**config.mk**
```make
export PLATFORM = sky130hd
export DESIGN_NAME = mips32_pipe_adder
export DESIGN_NICKNAME = d
export VERILOG_FILES = /design/src/rtl/mips32_alu_pkg.sv /design/src/rtl/mips32_adder_slice.sv /design/src/rtl/mips32_pipe_adder.sv
export SDC_FILE = /design/constraint.sdc
export NUM_CORES = 1
export LEC_CHECK = 0
export ABC_AREA = 1
export BUFFER_PORTS_ARGS = -buffer_cell sky130_fd_sc_hd__buf_2
export CAP_MARGIN = 20
export CORE_MARGIN = 2
export CORE_UTILIZATION = 46
export DETAILED_ROUTE_END_ITERATION = 7
export GPL_TIMING_DRIVEN = 0
export PLACE_DENSITY = 0.66
export SYNTH_ARGS = -nofsm -noshare
export SYNTH_HDL_FRONTEND = slang
export SYNTH_HIERARCHICAL = 1
export SYNTH_SLANG_ARGS = --single-unit
export TNS_END_PERCENT = 100
```
**constraint.sdc**
```tcl
create_clock -name clk -period 6.15 [get_ports clk]
set_input_delay 0.9225 -clock clk [delete_from_list [all_inputs] [get_ports clk]]
set_output_delay 0.9225 -clock clk [all_outputs]
set_load 0.02 [all_outputs]
```
**src/rtl/mips32_alu_pkg.sv**
```systemverilog
// Shared constants for the MIPS32 adder datapath: default geometry and flag-vector bit positions.
package mips32_alu_pkg;

    localparam int DEF_DATAWIDTH = 32;
    localparam int DEF_STAGES    = 4;

    // Flag vector layout used by the adder's registered flags.
    localparam int FLAG_W = 4;
    localparam int ZERO   = 0;
    localparam int CARRY  = 1;
    localparam int OVF    = 2;
    localparam int NEG    = 3;

endpackage

```
**src/rtl/mips32_adder_slice.sv**
```systemverilog
// One slice of the pipelined adder: SLICE_W-bit add with carry in and carry out.
module mips32_adder_slice
    import mips32_alu_pkg::*;
#(
    parameter int SLICE_W = DEF_DATAWIDTH / DEF_STAGES
) (
    input  logic [SLICE_W-1:0] a,
    input  logic [SLICE_W-1:0] b,
    input  logic               cin,
    output logic [SLICE_W-1:0] sum,
    output logic               cout
);

    // Zero-extend by one bit so the carry-out falls out of the same addition.
    assign {cout, sum} = {1'b0, a} + {1'b0, b} + {{SLICE_W{1'b0}}, cin};

endmodule

```
**src/rtl/mips32_pipe_adder.sv**
```systemverilog
// Pipelined add/subtract unit. Each stage adds one DATAWIDTH/STAGES-bit slice and
// forwards the running sum, the carry and the operands still to be consumed.
// Stages hold a valid bit each and advance independently, so bubbles collapse
// and a stalled output back-pressures only as far as the pipeline is full.
// DATAWIDTH must be an integer multiple of STAGES.
module mips32_pipe_adder
    import mips32_alu_pkg::*;
#(
    parameter int DATAWIDTH = DEF_DATAWIDTH,
    parameter int STAGES    = DEF_STAGES
) (
    input  logic                 clk,
    input  logic                 rst,
    input  logic [DATAWIDTH-1:0] A_in,
    input  logic [DATAWIDTH-1:0] B_in,
    input  logic                 Cin,
    input  logic                 Sub,
    input  logic                 in_valid,
    output logic                 in_ready,
    output logic                 out_valid,
    input  logic                 out_ready,
    output logic [DATAWIDTH-1:0] O_out,
    output logic                 Zero,
    output logic                 Carry,
    output logic                 Overflow,
    output logic                 Negative
);

    localparam int SLICE_W = DATAWIDTH / STAGES;
    localparam int MSB     = DATAWIDTH - 1;

    // Inputs seen by each stage: index 0 comes from the ports, index k from stage k-1's registers.
    logic [DATAWIDTH-1:0] a_stg [STAGES];
    logic [DATAWIDTH-1:0] b_stg [STAGES];
    logic [DATAWIDTH-1:0] s_stg [STAGES];
    logic [STAGES-1:0]    c_stg;

    logic [STAGES-1:0]    vld_p;   // per-stage occupancy
    logic [STAGES-1:0]    take;    // stage k can accept new content this cycle
    logic [STAGES-1:0]    ld;      // stage k loads new content this cycle

    logic [DATAWIDTH-1:0] b_eff;
    logic                 cin0;
    logic [DATAWIDTH-1:0] o_q;
    logic [FLAG_W-1:0]    flags_q;

    function automatic logic [FLAG_W-1:0] result_flags(
        input logic [DATAWIDTH-1:0] sum,
        input logic                 a_msb,
        input logic                 b_msb,
        input logic                 cout
    );
        logic [FLAG_W-1:0] f;
        f        = '0;
        f[ZERO]  = (sum == '0);
        f[CARRY] = cout;
        f[OVF]   = (a_msb == b_msb) && (sum[MSB] != a_msb);
        f[NEG]   = sum[MSB];
        return f;
    endfunction

    // Subtraction is A + ~B + 1; the external carry-in is ignored in that mode.
    assign b_eff = Sub ? ~B_in : B_in;
    assign cin0  = Sub ? 1'b1 : Cin;

    // A stage can take new content if it is empty or its own content moves on; walk from the output back.
    always_comb begin
        logic nxt;
        take = '0;
        nxt  = out_ready;
        for (int k = STAGES - 1; k >= 0; k--) begin
            take[k] = !vld_p[k] || nxt;
            nxt     = take[k];
        end
    end

    assign in_ready  = !rst && take[0];
    assign out_valid = vld_p[STAGES-1];

    // Stage loads: stage 0 on an input transfer, later stages when the upstream stage holds data.
    always_comb begin
        ld    = '0;
        ld[0] = in_valid && in_ready;
        for (int k = 1; k < STAGES; k++) begin
            ld[k] = vld_p[k-1] && take[k];
        end
    end

    for (genvar k = 0; k < STAGES; k++) begin : g_stage
        logic [SLICE_W-1:0]   slice_sum;
        logic                 slice_cout;
        logic [DATAWIDTH-1:0] sum_nx;

        if (k == 0) begin : g_src
            assign a_stg[0] = A_in;
            assign b_stg[0] = b_eff;
            assign s_stg[0] = '0;
            assign c_stg[0] = cin0;
        end

        mips32_adder_slice #(.SLICE_W(SLICE_W)) u_slice (
            .a    (a_stg[k][k*SLICE_W +: SLICE_W]),
            .b    (b_stg[k][k*SLICE_W +: SLICE_W]),
            .cin  (c_stg[k]),
            .sum  (slice_sum),
            .cout (slice_cout)
        );

        // Lower slices of the running sum are final and upper ones still zero, so OR merges this slice in.
        assign sum_nx = s_stg[k] | (DATAWIDTH'(slice_sum) << (k * SLICE_W));

        if (k < STAGES - 1) begin : g_mid
            logic [DATAWIDTH-1:0] a_q;
            logic [DATAWIDTH-1:0] b_q;
            logic [DATAWIDTH-1:0] s_q;
            logic                 c_q;
            logic                 vld_q;

            // Stage occupancy: refilled or drained whenever the stage can take new content.
            always_ff @(posedge clk) begin
                if (rst) begin
                    vld_q <= 1'b0;
                end else if (take[k]) begin
                    vld_q <= ld[k];
                end
            end

            // Stage data: operands, partial sum and carry captured together.
            always_ff @(posedge clk) begin
                if (ld[k]) begin
                    a_q <= a_stg[k];
                    b_q <= b_stg[k];
                    s_q <= sum_nx;
                    c_q <= slice_cout;
                end
            end

            assign a_stg[k+1] = a_q;
            assign b_stg[k+1] = b_q;
            assign s_stg[k+1] = s_q;
            assign c_stg[k+1] = c_q;
            assign vld_p[k]   = vld_q;
        end else begin : g_last
            logic vld_q;

            // Output stage: result and its flags are captured in the same edge; cleared on reset.
            always_ff @(posedge clk) begin
                if (rst) begin
                    vld_q   <= 1'b0;
                    o_q     <= '0;
                    flags_q <= '0;
                end else begin
                    if (take[k]) begin
                        vld_q <= ld[k];
                    end
                    if (ld[k]) begin
                        o_q     <= sum_nx;
                        flags_q <= result_flags(sum_nx, a_stg[k][MSB], b_stg[k][MSB], slice_cout);
                    end
                end
            end

            assign vld_p[k] = vld_q;
        end
    end

    assign O_out    = o_q;
    assign Zero     = flags_q[ZERO];
    assign Carry    = flags_q[CARRY];
    assign Overflow = flags_q[OVF];
    assign Negative = flags_q[NEG];

endmodule

```
* Word level (Yosys, flattened, before mapping)
Cells that the tools add are included.
Storage, ports and cells: flip-flop bits (word level) 307, bits in latches 0, RAM bits 0, memory bits (read-only) 0, logic and storage cells 50, memories 0
Cells by class: add/sub/neg operators 8, $mul 0, div/mod/pow operators 0, magnitude comparators 0, equal/unequal tests 2, shifts and indexed selects 0, mux-type cells 2, bitwise logic cells 4, reduce and logical (&&, ||, !) cells 16
Operator list (number):
- $add A8 B8 Y9 | 4
- $add A9 B1 Y9 | 4
- $logic_not A32 Y1 | 1
- $mux W32 | 1
- $not A32 Y32 | 1
- $or A32 B24 Y32 | 1
- $or A32 B32 Y32 | 1
- $or A8 B16 Y16 | 1
- $logic_and A1 B1 Y1 | 6
- $logic_not A1 Y1 | 5
- $logic_or A1 B1 Y1 | 4
- $eq A1 B1 Y1 | 1
- $mux W1 | 1
- $ne A1 B1 Y1 | 1

* Logic depth before layout (Yosys ltp)
Gate-level depths: netlist of the first run.
depth after elaboration 7, mapped depth 15, mapped depth without buffers 15

* By module
Netlist of the first run, hierarchy kept.
By module, submodules not included:
- mips32_pipe_adder | instances 1, cells each 391, area an instance 6269.8 um2, sequential area each 5195.0 um2
- mips32_adder_slice | instances 4, cells each 59, area an instance 384.1 um2, sequential area each 0.0 um2

* Least setup slack after synthesis of the first run
No wires, ideal clock.
path type input to register, start point input port rst, end point register g_stage[0].g_mid.a_q[10], enable pin, setup time 542 ps, arrival time 5131 ps, path slack 477 ps, cell stages on the path 3, cells stage by stage clkbuf_1 -> buf_2 -> nor3_1
Between the ends: longest elaborated chain between the ends 3
RTL lines:
- start: declaration | RTL line mips32_pipe_adder.sv:13 | input logic rst,
- $logic_not A1 Y1 | RTL line mips32_pipe_adder.sv:77 | assign in_ready = !rst && take[0];
- $logic_and A1 B1 Y1 | RTL line mips32_pipe_adder.sv:77
- $logic_and A1 B1 Y1 | RTL line mips32_pipe_adder.sv:83 | ld[0] = in_valid && in_ready;
- net ld[0] | RTL line mips32_pipe_adder.sv:40 | logic [STAGES-1:0] ld;
- end signal: assignment | RTL line mips32_pipe_adder.sv:131 | a_q <= a_stg[k];
- end: declaration | RTL line mips32_pipe_adder.sv:113 | logic [DATAWIDTH-1:0] a_q;
The timed path passes the listed nets, and every way through them passes these cells. A chain may end at the register's enable or synchronous reset.

* Worst setup path in the final report of the first run
start point input port rst, end point output port in_ready
Between the ends: longest elaborated chain between the ends 2
RTL lines:
- $logic_not A1 Y1 | RTL line mips32_pipe_adder.sv:77
- $logic_and A1 B1 Y1 | RTL line mips32_pipe_adder.sv:77
- end: declaration | RTL line mips32_pipe_adder.sv:19 | output logic in_ready,
Every way passes these cells.

==> reports/qor.txt, run 1 <==
Final Cycle Share: 45.4%
total chip power: 2.78 mW
CTS tree: built
total gr overflow: 0
area delta synth->final: 19.0%
area of the multi-input gates: 2330 µm²
total number of vias: 4704
post-route ant nets: 0
GPL Wtd Cong: 0.828
Worst Setup End Kind: output pin
WP data arrival: 1.87 ns
switching fraction of total power: 21.0%
startpoint types: input pin
Avg Cell Area, Syn: 12.5 µm²
Compound-Gate Fraction of Synth Area: 3.37%
register area: 5190 µm²
antenna violations before repair: 0
global-route wire length before repair: 21.7 mm
Flop pwr share: 51.9%
syn_nets: 733
met3 GRT Util: 3.93%
DRT Pass-1 Iters: 4
die height: 134 µm
Leak: 3.86 nW
Seq/Total Area, Yosys: 66.5%
Final Critical Period: 2.79 ns
row cnt: 47
fin util: 56.0%
Place WS: 2.97 ns
GRT Util Overall: 15.6%
pwr dens: 299 nW/µm²
Detailed Route Iter0 Violations: 235
Fillers: 1406
Comb pwr share: 8.0%
Die X: 134 µm
Final Hold Fails: 0
Final Max Slew Viols: 0
required time of the critical path: 5.23 ns
Routed WL: 13.3 mm
DP Wirelength: 9.75 mm
post-CTS setup buffers: 0
routed len/inst: 13.4 µm
worst skew pair latency: 0.42 ns
root buffer cell: clkbuf_16
Peak VDD IR: 0.000198 V
CTS clk-pin slew, worst paths: 0.06 ns
IO buf count: 105
Internal: 2.20 mW
GRT met1 Usage: 18.8%
clock share of power: 40.1%
clk sink count: 186
max-cap violations: 0
effective utilization at floorplan: 47.1%
GRT Max-Usage Layer: met2
CORE AREA: 16600 µm²
Distinct cells, synth: 27
layout cells sized above 1: 25.5%
CTS H-tree depth: 4
largest net degree at the start of global routing: 42
# IOs: 108
Diodes inserted: 0
CTS Buf Count: 17
reg2reg setup slack: 3.77 ns
largest family of logic cells by synthesized area: simple AND/OR/NAND/NOR gates
Least-Margin Pin Slew: 0.961 ns
DRC viols: 0
post-synthesis simple-gate area fraction: 14.7%
Die Area: 18000 µm²
CTS Buffer Depth: 2
most frequent cells in the layout: nand2_1 (148), edfxtp_1 (147), buf_2 (110)
vias in the first global route: 4598
Worst Setup Slack, final: 3.36 ns
Post-Synth Adder-Cell Area: 6.54%
Mapped Area: 7810 µm²
# hold bufs at CTS: 0
Fin Clk Skew: 0.00925 ns
Tightest Hold Check Type: register to register
Layout Nets: 862
commonest non-fill, non-tap cell in the layout: nand2_1
mux contribution to synthesized area: 0%
DR vias/cell: 4.76
Final setup viols: 0
PostCTS Resize Cnt: 0
Setup CP Type: input pin to output pin
Sw Pwr: 0.582 mW
CP Max Fanout: 10
unrepaired setup endpoints after global routing: no
relative slew slack: 35.6%
setup_tns: 0 ns
status: complete, no violations
synthesized flop and latch total: 186
Mapped Cells: 627
Max Freq: 0.358 GHz
met2 GRT Util: 26.2%
Synth warnings: 6
XOR/XNOR Fraction of Synth Area: 5.16%
[power groups by stage]
| stage | clock network (mW) | logic (mW) | registers (mW) |
|---|---|---|---|
| global route | 1.19 | 0.255 | 1.45 |
| CTS | 1.14 | 0.227 | 1.44 |
| detailed placement | 0 | 0.226 | 1.47 |
| global placement | 0 | 0.214 | 1.47 |
| finish | 1.11 | 0.223 | 1.44 |
| floorplan | 0 | 0.151 | 1.47 |
[state kept, by name, summed over array words and instances (netlist names)]
| name | count |
|---|---|
| g_stage.g_mid.b_q | 48 |
| O_out | 32 |
| g_stage.g_mid.s_q | 48 |
| g_stage.g_mid.c_q | 3 |
| g_stage.g_mid.a_q | 48 |
| g_stage.g_mid.vld_q | 3 |
| out_valid | 1 |
| flags_q | 3 |
[final timing paths]
check | to | from | depth (start not counted)
setup reg to reg | flags_q[0] | g_stage[2].g_mid.a_q[24] | 15
hold / removal | g_stage[1].g_mid.a_q[26] | g_stage[0].g_mid.a_q[26] | 0
setup / recovery | in_ready | rst | 4
hold reg to reg | g_stage[1].g_mid.a_q[26] | g_stage[0].g_mid.a_q[26] | 0
[synthesized netlist by cell type]
cell,number,area [µm²]
nand2_1,148,556
edfxtp_1,147,4410
a21oi_1,42,210
inv_1,42,158
dfxtp_1,39,781
nor2_1,37,139
xor2_1,37,324
ha_1,28,350
nand3_1,18,90.1
nand2_2,14,87.6
xnor2_1,9,78.8
fa_1,8,160
or2_4,8,70.1
a211oi_1,7,52.6
buf_4,6,45.0
buf_2,5,25.0
inv_2,5,18.8
clkbuf_1,4,15.0
nand3_2,4,40.0
nand3b_1,4,30.0
nand3b_4,4,80.1
nor2_2,4,25.0
buf_6,2,22.5
nor3_1,2,10.0
nand4_1,1,6.26
nor2_4,1,11.3
or2_2,1,6.26
[through the flow]
stage | hold WS [ns] | area, µm² | std cells
after floorplan | 0.400 | 7810 | 627
after global placement | 0.402 | 8610 | 952
after detailed placement | 0.405 | 8680 | 957
after CTS | 0.417 | 9290 | 989
after global routing | 0.420 | 9290 | 989
final | 0.416 | 9290 | 989
[area by class of cell]
type	instances	share of cell area, %
clock buffers	20	4.70
multi-input cells	377	25.1
inverters	47	1.90
clock inverters	12	1.89
flip-flops and latches	186	55.9
repair buffers	110	6.36
well taps	220	2.96
plain buffers	17	1.16
[cells by family after synthesis]
group	count (synthesis)
fa+ha+maj	36
xor+xnor	46
compound gates	49
flops	186
buf+inv	64
simple gates	246
[worst max-delay path, stage by stage]
cell,delay [ns]
clkbuf_1,0.19
clkbuf_1,0.47
nor2_1,0.10
buf_2,0.18
[layer usage]
layer / wire length (µm) / part of all wire (%)
met5: 0 / 0
met4: 264 / 2.0
met3: 741 / 5.6
met2: 6640 / 50
met1: 5650 / 43
Power figures use the tool's default switching activity.
==> run 2, diff against run 1 <==
--- a/config.mk
+++ b/config.mk
@@ -12,7 +12,7 @@
 export CORE_UTILIZATION = 46
 export DETAILED_ROUTE_END_ITERATION = 7
 export GPL_TIMING_DRIVEN = 0
-export PLACE_DENSITY = 0.66
+export PLACE_DENSITY = 0.69
 export SYNTH_ARGS = -nofsm -noshare
 export SYNTH_HDL_FRONTEND = slang
 export SYNTH_HIERARCHICAL = 1
==> constraint.sdc (replaced) <==
create_clock -name clk -period 2.3 [get_ports clk]
set_input_delay 0.345 -clock clk [delete_from_list [all_inputs] [get_ports clk]]
set_output_delay 0.345 -clock clk [all_outputs]
set_load 0.02 [all_outputs]
==> reports/qor.txt, run 2 (synthesis results as in run 1) <==
# IOs: 108 (unchanged)
Final Critical Period: 2.19 ns
Internal: 5.86 mW (was 2.20 mW)
required time of the critical path: 2.66 ns (was 5.23 ns)
max-cap violations: 0 (unchanged)
DR vias/cell: 4.75 (was 4.76)
Final Max Slew Viols: 0 (unchanged)
startpoint types: register (was input pin)
IO buf count: 105 (unchanged)
Setup CP Type: register to register (was input pin to output pin)
post-route ant nets: 0 (unchanged)
effective utilization at floorplan: 47.1% (unchanged)
global-route wire length before repair: 22.5 mm (was 21.7 mm)
CTS H-tree depth: 4 (unchanged)
post-route insts no fill: 988 (was 989)
Comb pwr share: 8.2% (was 8.0%)
Leak: 3.87 nW (was 3.86 nW)
die height: 134 µm (unchanged)
Final setup viols: 0 (unchanged)
Flop pwr share: 51.8% (was 51.9%)
layout cells sized above 1: 27.2% (was 25.5%)
Max Freq: 0.456 GHz
switching fraction of total power: 21.3% (was 21.0%)
DRC viols: 0 (unchanged)
unrepaired setup endpoints after global routing: yes (was no)
Die X: 134 µm (unchanged)
Least-Margin Pin Slew: 0.939 ns (was 0.961 ns)
row cnt: 47 (unchanged)
most frequent cells in the layout: edfxtp_1 (147), nand2_1 (144), buf_2 (109) (was nand2_1 (148), edfxtp_1 (147), buf_2 (110))
largest net degree at the start of global routing: 42 (unchanged)
CTS Buf Count: 17 (unchanged)
root buffer cell: clkbuf_16 (unchanged)
Final Hold Fails: 0 (unchanged)
CP Max Fanout: 2 (was 10)
WP data arrival: 2.55 ns (was 1.87 ns)
Worst Setup End Kind: register (was output pin)
placed insts: 955 (was 957)
CTS clk-pin slew, worst paths: 0.07 ns (was 0.06 ns)
Routed WL: 13.8 mm (was 13.3 mm)
clk sink count: 186 (unchanged)
Fillers: 1379 (was 1406)
DRT Pass-1 Iters: 5 (was 4)
Peak VDD IR: 0.000499 V (was 0.000198 V)
pwr dens: 797 nW/µm² (was 299 nW/µm²)
relative slew slack: 37.2% (was 35.6%)
Sw Pwr: 1.59 mW (was 0.582 mW)
GRT Util Overall: 16.3% (was 15.6%)
CTS tree: built (unchanged)
Diodes inserted: 0 (unchanged)
area delta synth->final: 19.7% (was 19.0%)
fin util: 56.4% (was 56.0%)
worst r2r path cells: 15 (unchanged)
routed len/inst: 13.9 µm (was 13.4 µm)
total gr overflow: 0 (unchanged)
Die Area: 18000 µm² (unchanged)
Tightest Hold Check Type: input pin to register (was register to register)
antenna violations before repair: 0 (unchanged)
clock share of power: 40.1% (about the same)
CTS Buffer Depth: 2 (unchanged)
register area: 5200 µm² (was 5190 µm²)
worst skew pair latency: 0.43 ns (was 0.42 ns)
Final Cycle Share: 95.2%
area of the multi-input gates: 2360 µm² (was 2330 µm²)
commonest non-fill, non-tap cell in the layout: edfxtp_1 (was nand2_1)
hold path cells: 1 (was 0)
Layout Nets: 861 (was 862)
vias in the first global route: 4833 (was 4598)
GPL Wtd Cong: 0.850 (was 0.828)
CORE AREA: 16600 µm² (unchanged)
top flop regs: g_stage.g_mid.a_q: 48 flops, g_stage.g_mid.b_q: 48 flops, g_stage.g_mid.s_q: 48 flops (unchanged)
status: complete, no violations (unchanged)
DP Wirelength: 9.90 mm (was 9.75 mm)
Fin Clk Skew: 0.00670 ns (was 0.00925 ns)
total number of vias: 4697 (was 4704)
Detailed Route Iter0 Violations: 251 (was 235)
run 2: metrics by stage:
| stage | setup TNS, ns | cell area, µm² | power, mW | hold WS [ns] | setup slack (ns) |
|---|---|---|---|---|---|
| after floorplan | -7.04 | 7840 | 4.34 | 0.400 | -0.124 |
| after global placement | -57.48 | 8640 | 4.50 | 0.403 | -0.803 |
| after detailed placement | -0.679 | 8710 | 4.54 | 0.405 | -0.248 |
| after CTS | 0 | 9330 | 7.52 | 0.0629 | 0.0392 |
| after global routing | -0.0352 | 9350 | 7.75 | 0.0669 | -0.0352 |
| final | 0 | 9350 | 7.45 | 0.0834 | 0.109 |
run 2: worst paths after layout:
kind                                               start                  endpoint  slack [ns]
worst max-delay path                g_stage[2].g_mid.c_q                flags_q[0]        0.11
worst min-delay path                            A_in[30]  g_stage[0].g_mid.a_q[30]        0.08
worst max register to register      g_stage[2].g_mid.c_q                flags_q[0]        0.11
worst min register to register  g_stage[0].g_mid.a_q[28]  g_stage[1].g_mid.a_q[28]        0.42
run 2: power groups by stage:
stage | clock network [mW] | logic [mW] | registers [mW]
after floorplan | 0 | 0.408 | 3.93
after global placement | 0 | 0.576 | 3.93
after detailed placement | 0 | 0.612 | 3.93
after CTS | 3.05 | 0.618 | 3.86
after global routing | 3.19 | 0.695 | 3.87
final | 2.98 | 0.610 | 3.85
run 2: metal layers:
layer  GRT usage (%)  vias to the layer above  share of wire, %
li1                -                     2370                 -
met1            18.7                     2198                42
met2            28.7                      107                51
met3            4.35                       22               4.3
met4            7.37                        0               2.5
met5               0                        -                 0
run 2: worst max-delay path, stage by stage, from the launching register on:
cell	delay, ns
edfxtp_1	0.41
fa_2	0.44
fa_2	0.39
nand2_2	0.07
nand2_2	0.08
nand3b_4	0.09
nand2_2	0.05
nand2_1	0.07
nand2_1	0.05
inv_2	0.06
nand2_2	0.06
nor2_2	0.07
nand2_1	0.07
nor2_1	0.09
nor2_1	0.04
nor2_1	0.08
run 2: timing repair:
action	in CTS	in global routing
resized for setup	2	6
setup endpoints to repair	1	1
hold buffers	0	0
buffers inserted	0	1
hold endpoints to repair	0	0
pin swaps	0	8
run 2: layout make-up:
type	count	area share, %
multi-input cells	377	25.2
plain buffers	17	1.33
repair buffers	109	6.45
clock inverters	11	1.53
well taps	220	2.95
inverters	47	1.89
clock buffers	21	5.03
flip-flops and latches	186	55.6
==> run 3, diff against run 2 <==
--- a/config.mk
+++ b/config.mk
@@ -10,9 +10,11 @@
 export CAP_MARGIN = 20
 export CORE_MARGIN = 2
 export CORE_UTILIZATION = 46
+export CTS_BUF_LIST = sky130_fd_sc_hd__clkbuf_2 sky130_fd_sc_hd__clkbuf_4 sky130_fd_sc_hd__clkbuf_8
 export DETAILED_ROUTE_END_ITERATION = 7
 export GPL_TIMING_DRIVEN = 0
 export PLACE_DENSITY = 0.69
+export SETUP_SLACK_MARGIN = 0.3
 export SYNTH_ARGS = -nofsm -noshare
 export SYNTH_HDL_FRONTEND = slang
 export SYNTH_HIERARCHICAL = 1
==> reports/qor.txt, run 3 (synthesis results as in run 1) <==
Detailed Route Iter0 Violations: 255 (was 251)
area delta synth->final: 18.5% (was 19.7%)
Critical Path Start: g_stage[2].g_mid.c_q (unchanged)
Max Freq: 0.446 GHz (was 0.456 GHz)
required time of the critical path: 2.69 ns (was 2.66 ns)
layout cells sized above 1: 29.6% (was 27.2%)
Final Max Slew Viols: 0 (unchanged)
CTS clk-pin slew, worst paths: 0.09 ns (was 0.07 ns)
Layout Nets: 867 (was 861)
IO buf count: 105 (unchanged)
row cnt: 47 (unchanged)
CORE AREA: 16600 µm² (unchanged)
total chip power: 6.54 mW (was 7.45 mW)
Worst Setup Slack, final: 0.0589 ns (was 0.109 ns)
Final setup viols: 0 (unchanged)
Fillers: 1397 (was 1379)
CP Max Fanout: 2 (unchanged)
unrepaired setup endpoints after global routing: yes (unchanged)
CTS Buf Count: 17 (unchanged)
Tightest Hold Check Type: input pin to register (unchanged)
post-route ant nets: 0 (unchanged)
placed insts: 955 (unchanged)
DRC viols: 0 (unchanged)
WP data arrival: 2.63 ns (was 2.55 ns)
Diodes inserted: 0 (unchanged)
reg2reg setup slack: 0.06 ns (was 0.11 ns)
Place WS: -0.0161 ns (was -0.248 ns)
global-route wire length before repair: 22.1 mm (was 22.5 mm)
relative slew slack: 40.8% (was 37.2%)
largest net degree at the start of global routing: 42 (unchanged)
CTS H-tree depth: 4 (unchanged)
clk sink count: 186 (unchanged)
Leak: 3.81 nW (was 3.87 nW)
Least-Margin Pin Slew: 0.888 ns (was 0.939 ns)
routed len/inst: 14.1 µm (was 13.9 µm)
post-route insts no fill: 994 (was 988)
CTS tree: built (unchanged)
worst r2r path cells: 15 (unchanged)
WHS: 0.0647 ns (was 0.0834 ns)
total number of vias: 4753 (was 4697)
hold path cells: 1 (unchanged)
fin util: 55.8% (was 56.4%)
CP Capture Point: flags_q[0] (unchanged)
root buffer cell: clkbuf_8 (was clkbuf_16)
Final Cycle Share: 97.4% (was 95.2%)
startpoint types: register (unchanged)
total gr overflow: 0 (unchanged)
switching fraction of total power: 22.8% (was 21.3%)
Worst Setup End Kind: register (unchanged)
Final Critical Period: 2.24 ns (was 2.19 ns)
Peak VDD IR: 0.000436 V (was 0.000499 V)
Comb pwr share: 9.7% (was 8.2%)
# IOs: 108 (unchanged)
effective utilization at floorplan: 47.1% (unchanged)
Setup CP Type: register to register (unchanged)
DP Wirelength: 10.3 mm (was 9.90 mm)
status: complete, no violations (unchanged)
Final Hold Fails: 0 (unchanged)
Sw Pwr: 1.49 mW (was 1.59 mW)
GRT Util Overall: 16.1% (was 16.3%)
Routed WL: 14.0 mm (was 13.8 mm)
pwr dens: 707 nW/µm² (was 797 nW/µm²)
clock share of power: 31.5% (was 40.1%)
DRT Pass-1 Iters: 5 (unchanged)
commonest non-fill, non-tap cell in the layout: edfxtp_1 (unchanged)
Internal: 5.05 mW (was 5.86 mW)
FF-to-FF End: flags_q[0] (unchanged)
Die X: 134 µm (unchanged)
CTS Buffer Depth: 2 (unchanged)
max-cap violations: 0 (unchanged)
most frequent cells in the layout: edfxtp_1 (147), nand2_1 (138), buf_2 (108) (was edfxtp_1 (147), nand2_1 (144), buf_2 (109))
GPL Wtd Cong: 0.852 (was 0.850)
Die Area: 18000 µm² (unchanged)
Flop pwr share: 58.9% (was 51.8%)
worst skew pair latency: 0.45 ns (was 0.43 ns)
DR vias/cell: 4.78 (was 4.75)
antenna violations before repair: 0 (unchanged)
vias in the first global route: 4660 (was 4833)
R2R Path Start: g_stage[2].g_mid.c_q (unchanged)
top flop regs: g_stage.g_mid.a_q: 48 flops, g_stage.g_mid.b_q: 48 flops, g_stage.g_mid.s_q: 48 flops (unchanged)
die height: 134 µm (unchanged)
Fin Clk Skew: 0.0117 ns (was 0.00670 ns)
## run 3: cell types whose count changed in the layout (fill, tap and decap cells not counted), sizes merged
cell,change
clkbuf,-2
bufinv,-1
clkinvlp,+2
inv,-1
buf,+6
clkinv,+2
## run 3: through the flow
| step | cell area, µm² | setup TNS [ns] |
|---|---|---|
| final | 9250 | 0 |
| after global routing | 9250 | -0.0809 |
| after CTS | 9130 | 0 |
| after detailed placement | 8740 | -0.0161 |
| after global placement | 8670 | -54.22 |
| after floorplan | 7870 | -7.04 |
## run 3: worst max-delay path, stage by stage (launching register included)
cell	delay, ns
edfxtp_1	0.43
fa_2	0.44
fa_2	0.39
nand2_2	0.09
nand2_4	0.06
nand3b_4	0.09
nand2_2	0.05
nand2_1	0.06
nand2_1	0.06
inv_2	0.08
nand2_4	0.06
nor2_4	0.11
nand2_2	0.06
nor2_1	0.10
nor2_1	0.04
nor2_1	0.07
## run 3: how the worst min path moves through the flow
stage,start,end
finish,A_in[23],g_stage[0].g_mid.a_q[23]
global route,A_in[22],g_stage[0].g_mid.a_q[22]
CTS,A_in[23],g_stage[0].g_mid.a_q[23]
detailed placement,g_stage[0].g_mid.a_q[18],g_stage[1].g_mid.a_q[18]
global placement,g_stage[1].g_mid.b_q[30],g_stage[2].g_mid.b_q[30]
floorplan,g_stage[0].g_mid.a_q[16],g_stage[1].g_mid.a_q[16]
## run 3: final cells by class
class / instances / area (µm²) / area share, %
Buffer: 17 / 138 / 1.49
Clock buffer: 19 / 249 / 2.69
Clock inverter: 13 / 129 / 1.39
Inverter: 47 / 176 / 1.91
Multi-Input combinational cell: 377 / 2420 / 26.2
Sequential cell: 186 / 5200 / 56.2
Tap cell: 220 / 275 / 2.98
Timing Repair Buffer: 115 / 661 / 7.14
## run 3: timing repair
item,CTS,global route
cloned,0,0
gates resized for setup,1,19
pin swaps,2,10
hold buffers,0,0
endpoints found under the hold margin,0,0
endpoints found under the setup margin,3,53
buffers inserted,0,7
## run 3: routing by layer
| metal | up-vias | share of wire [%] | GRT usage [%] |
|---|---|---|---|
| li1 | 2378 | - | - |
| met1 | 2226 | 41 | 18.6 |
| met2 | 134 | 53 | 28.5 |
| met3 | 15 | 4.9 | 4.23 |
| met4 | 0 | 1.6 | 6.26 |
| met5 | - | 0 | 0 |
## run 3: power groups by stage
stage                     Clock (mW)  Sequential [mW]  Combinational (mW)
final                           2.06             3.85               0.634
after global routing            2.25             3.87               0.712
after CTS                       2.12             3.85               0.627
after detailed placement           0             3.93               0.625
after global placement             0             3.93               0.584
after floorplan                    0             3.93               0.416
